$ cat src/rtl/cmp_pkg.sv
// Shared definitions for the serial magnitude comparator: FSM encoding,
// cascade-flag type and reset value, and operand-length limits.
package cmp_pkg;

    typedef enum logic [1:0] {
        IDLE = 2'd0,
        RUN  = 2'd1,
        DONE = 2'd2
    } state_t;

    // Cascade flags: less-than, equal, greater-than (exactly one set when valid).
    typedef struct packed {
        logic l;
        logic e;
        logic g;
    } flags_t;

    localparam flags_t FLAGS_RESET = '{l: 1'b0, e: 1'b1, g: 1'b0};

    localparam int NUM_BYTES_MIN = 1;
    localparam int NUM_BYTES_MAX = 16;

    // Byte-counter width; a 1-byte operand still needs a 1-bit counter.
    function automatic int cnt_width(input int n);
        return (n <= 2) ? 1 : $clog2(n);
    endfunction

endpackage

$ cat src/rtl/comparator_8bits.sv
// 8-bit magnitude comparator with cascade inputs: a differing byte decides the
// result, an equal byte forwards the lower-significance cascade flags.
module comparator_8bits (
    input  logic [7:0] a,
    input  logic [7:0] b,
    input  logic       l_in,
    input  logic       e_in,
    input  logic       g_in,
    output logic       l_out,
    output logic       e_out,
    output logic       g_out
);

    always_comb begin
        l_out = l_in;
        e_out = e_in;
        g_out = g_in;
        if (a > b) begin
            l_out = 1'b0;
            e_out = 1'b0;
            g_out = 1'b1;
        end else if (a < b) begin
            l_out = 1'b1;
            e_out = 1'b0;
            g_out = 1'b0;
        end
    end

endmodule

$ cat src/rtl/serial_comparator.sv
// Compares two NUM_BYTES-wide operands streamed LSB byte first, folding each
// byte into registered cascade flags and presenting lt/eq/gt with a handshake.
module serial_comparator
    import cmp_pkg::*;
#(
    parameter int NUM_BYTES = 4
) (
    input  logic       clk,
    input  logic       rst,
    input  logic       start,
    input  logic       in_valid,
    output logic       in_ready,
    input  logic [7:0] a_byte,
    input  logic [7:0] b_byte,
    output logic       result_valid,
    input  logic       result_ready,
    output logic       lt,
    output logic       eq,
    output logic       gt,
    output logic       busy
);

    localparam int CW = cnt_width(NUM_BYTES);
    localparam logic [CW-1:0] LAST_IDX = CW'(NUM_BYTES - 1);

    state_t          state_reg, state_next;
    logic [CW-1:0]   count_reg, count_next;
    flags_t          flags_reg, flags_next;
    flags_t          cmp_flags;
    logic            accept;

    comparator_8bits u_cmp (
        .a     (a_byte),
        .b     (b_byte),
        .l_in  (flags_reg.l),
        .e_in  (flags_reg.e),
        .g_in  (flags_reg.g),
        .l_out (cmp_flags.l),
        .e_out (cmp_flags.e),
        .g_out (cmp_flags.g)
    );

    assign accept = in_valid && (state_reg == RUN);

    always_ff @(posedge clk or posedge rst) begin
        if (rst) begin
            state_reg <= IDLE;
            count_reg <= '0;
            flags_reg <= FLAGS_RESET;
        end else begin
            state_reg <= state_next;
            count_reg <= count_next;
            flags_reg <= flags_next;
        end
    end

    always_comb begin
        state_next = state_reg;
        count_next = count_reg;
        flags_next = flags_reg;
        case (state_reg)
            IDLE: begin
                if (start) begin
                    state_next = RUN;
                    count_next = '0;
                    flags_next = FLAGS_RESET;
                end
            end
            RUN: begin
                if (accept) begin
                    flags_next = cmp_flags;
                    count_next = count_reg + 1'b1;
                    if (count_reg == LAST_IDX) begin
                        state_next = DONE;
                    end
                end
            end
            DONE: begin
                // start is deliberately not looked at here, even alongside result_ready.
                if (result_ready) begin
                    state_next = IDLE;
                end
            end
            default: begin
                state_next = IDLE;
            end
        endcase
    end

    always_comb begin
        in_ready     = (state_reg == RUN);
        busy         = (state_reg != IDLE);
        result_valid = (state_reg == DONE);
        lt           = result_valid && flags_reg.l;
        eq           = result_valid && flags_reg.e;
        gt           = result_valid && flags_reg.g;
    end

endmodule

$ cat config.mk
export PLATFORM = sky130hd
export DESIGN_NAME = serial_comparator
export DESIGN_NICKNAME = d
export VERILOG_FILES = /design/src/rtl/cmp_pkg.sv /design/src/rtl/comparator_8bits.sv /design/src/rtl/serial_comparator.sv
export SDC_FILE = /design/constraint.sdc
export NUM_CORES = 1
export LEC_CHECK = 0
export ABC_AREA = 1
export ABC_CLOCK_PERIOD_IN_PS = 1200
export CORE_MARGIN = 4
export CORE_UTILIZATION = 35
export DETAILED_ROUTE_END_ITERATION = 12
export PLACE_DENSITY = 0.73
export SYNTH_ARGS = -nofsm -noshare
export SYNTH_HDL_FRONTEND = slang
export SYNTH_SLANG_ARGS = --single-unit
export TNS_END_PERCENT = 50
$ cat constraint.sdc
create_clock -name clk -period 1.2 [get_ports clk]
set_clock_uncertainty 0.15 [all_clocks]
set_input_delay 0.18 -clock clk [delete_from_list [all_inputs] [get_ports clk]]
set_output_delay 0.18 -clock clk [all_outputs]
set_load 0.01 [all_outputs]
==> results.cfg <==
[cts]
clock_path_buffers = 2
insertion_delay_ps = 260
cts_tree = done
cts_buffers = 3
clkSlewWorstSetupHoldPaths_ps = 50
clockRootBuffer = clkbuf_4
htree_levels = 1
cts_sinks = 7

[pwr]
p_int_w = 0.000951
netSwitchingPower_w = 0.000603
clkPwrFrac = 0.142
power_frac_comb = 0.592
leakage_nw = 0.607
power_frac_seq = 0.266
swShare = 0.388
ir_drop_mv = 1.32
finalPower_w = 0.00155
power_density_nw_per_um2 = 1360

[sta]
rsz0062_at_grt = yes
fin_crit_ps = 1410
whs_ps = 321
finalSetupTns_ps = -2120
setup_viol = 12
slew_violations = 0
fin_ws_ps = -212
max_freq_ghz = 0.708
fin_crit_sh = 1.18
timing.final.hold_violations = 0
maxSlewHeadroom = 0.812
worstMarginPinSlew_ps = 282

[setup_path]
start_kind = register
crit_chain = inv_2 > buf_4 > nand2_2 > inv_2 > buf_6
crit_path_frequent_cell = inv_2
critPathSlowestCell = dfrtp_1
critPathKind = register to output pin
crit_arrival_ps = 1080
path_max_fanout = 2
critPathCaptureType = output pin
required_ps = 870
slowest_delay_ps = 390

[grt]
grt_pass1_vias = 666
grt_antenna_before_repair = 0
grt_max_degree = 8
grt_pass1_wl_um = 2800
grt_use_total = 0.154
gr-total-overflow = 0

[cells_and_area]
layout.nets = 160
antennaDiodeCount = 0
drive_gt1_frac = 0.488
largest_register_ff_count = 3
area_growth_pct = 97.4
final_area_um2 = 1140

[floorplanning]
coreArea_um2 = 1540
row_count = 14
die_w_um = 48.6
ios = 27
die_y_um = 48.6
die_area_um2 = 2370
start_util = 0.375

[synthesis]
synth_area_um2 = 578
synthTopCellsByCount = nand2_1, inv_1, ha_1
yosys.area.top_type = dfrtp_1
synth_cell_type_count = 17
synth_edf_count = 0
yosys.cell_count.top_type = nand2_1
synth_top_area_frac = 0.260
yosys_warnings = 0
avgSynthCellArea_um2 = 7.14
syn_inst = 81
synthFlopType = dfrtp_1
netlist_top_cells_area = dfrtp_1, ha_1, nand2_1, inv_1, dfstp_2
syn_nets = 111
async_reset_ff_frac = 1.00
synth-seq-area-share = 0.305
ys_ff_latch = 7

[routing]
dr.pass1.iters = 4
wl_per_cell_um = 11.5
vias_per_cell = 4.63
first_iter_violations = 6
ant_nets = 0
wl_um = 1670
drc_errors = 0
via_count = 672

[place]
port-buffer-count = 26
place.gp.congestion = 0.767
placed_cell_area_um2 = 1020
dp_hpwl_um = 1220
preCtsSetupSlack_ps = -611

[status]
failed_checks = setup timing
run_status = complete, but fails checks

[job]
cap_violations = 0

[worst_hold_path]
min_path_type = register to register
==> layer usage <==
metal  part of all wire  GRT usage  vias up
met3              0.067     0.0675        4
li1                   -          -      342
met4              0.022     0.0807        0
met1               0.35      0.156      309
met5                  0          0        -
met2               0.56      0.263       17
==> final timing paths <==
check	cells past startpoint	end	slack, ps	startpoint
min in group asynchronous	3	flags_reg[0]$_DFFE_PP0P_	560	rst
min	2	count_reg[1]$_DFFE_PP0P_	320	count_reg[1]$_DFFE_PP0P_
max reg2reg	10	flags_reg[2]$_DFFE_PP0P_	-190	state_reg[1]$_DFFE_PP0P_
max	5	in_ready	-210	state_reg[1]$_DFFE_PP0P_
min reg2reg	2	count_reg[1]$_DFFE_PP0P_	320	count_reg[1]$_DFFE_PP0P_
max in group asynchronous	3	flags_reg[1]$_DFFE_PP1P_	70	rst
==> per-stage QoR <==
| step | instances | utilization |
|---|---|---|
| 2_1_floorplan | 81 | - |
| 3_3_place_gp | 136 | 0.663 |
| 3_5_place_dp | 136 | 0.663 |
| 4_1_cts | 144 | 0.708 |
| 5_1_grt | 145 | 0.740 |
| 6_report | 145 | 0.740 |
==> repair_timing <==
| item | in CTS | in global routing |
|---|---|---|
| endpoints found under the hold margin | 6 | 0 |
| setup endpoints to repair | 11 | 13 |
| gates resized for setup | 55 | 9 |
| setup buffers | 3 | 1 |
| pin swaps | 11 | 5 |
| hold buffers | 1 | 0 |
==> power groups by stage <==
stage / Sequential (W) / Clock (W) / Combinational (W)
after floorplan: 0.000395 / 0 / 0.000358
after global placement: 0.000400 / 0 / 0.000731
after detailed placement: 0.000405 / 0 / 0.000748
after CTS: 0.000414 / 0.000228 / 0.000794
after global routing: 0.000430 / 0.000240 / 0.00103
final: 0.000413 / 0.000221 / 0.000921
==> cells by family (layout without fill, tap and decap cells) <==
logic type / Yosys count / in the layout / share of synthesized area
simple gates: 40 / 40 / 0.320
flops: 7 / 7 / 0.305
compound gates: 5 / 5 / 0.0498
fa+ha+maj: 9 / 9 / 0.195
buf+inv: 20 / 68 / 0.130
==> worst max-delay path: cells and delay by family, from the launching register on <==
family        cells  cell delay, ps
buf+inv           4             380
flops             1             390
simple gates      1              60
==> area by class of cell <==
| type | instances | area (µm²) |
|---|---|---|
| Timing Repair Buffer | 44 | 375 |
| Tap cell | 16 | 20.0 |
| Multi-Input combinational cell | 54 | 468 |
| Fill cell | 115 | 400 |
| Inverter | 20 | 75.1 |
| Clock buffer | 4 | 26.3 |
| Sequential cell | 7 | 176 |
==> placed cells by master (no fill, tap or decap), types with 2 or more instances in the layout <==
master and n:
inv_1 8, buf_6 4, nand2_2 5, clkdlybuf4s50_1 4, nand4_1 2, buf_2 4, ha_1 2, clkbuf_4 3
dlymetal6s2s_1 2, nor2_4 3, nand2_4 3, inv_2 12, a21oi_2 2, dfrtp_1 6, dlygate4sd2_1 14, ha_4 6
nor2_2 2, nand2_1 19, nor2_1 4, buf_4 15
No activity file was read; power rests on OpenSTA's default activity.
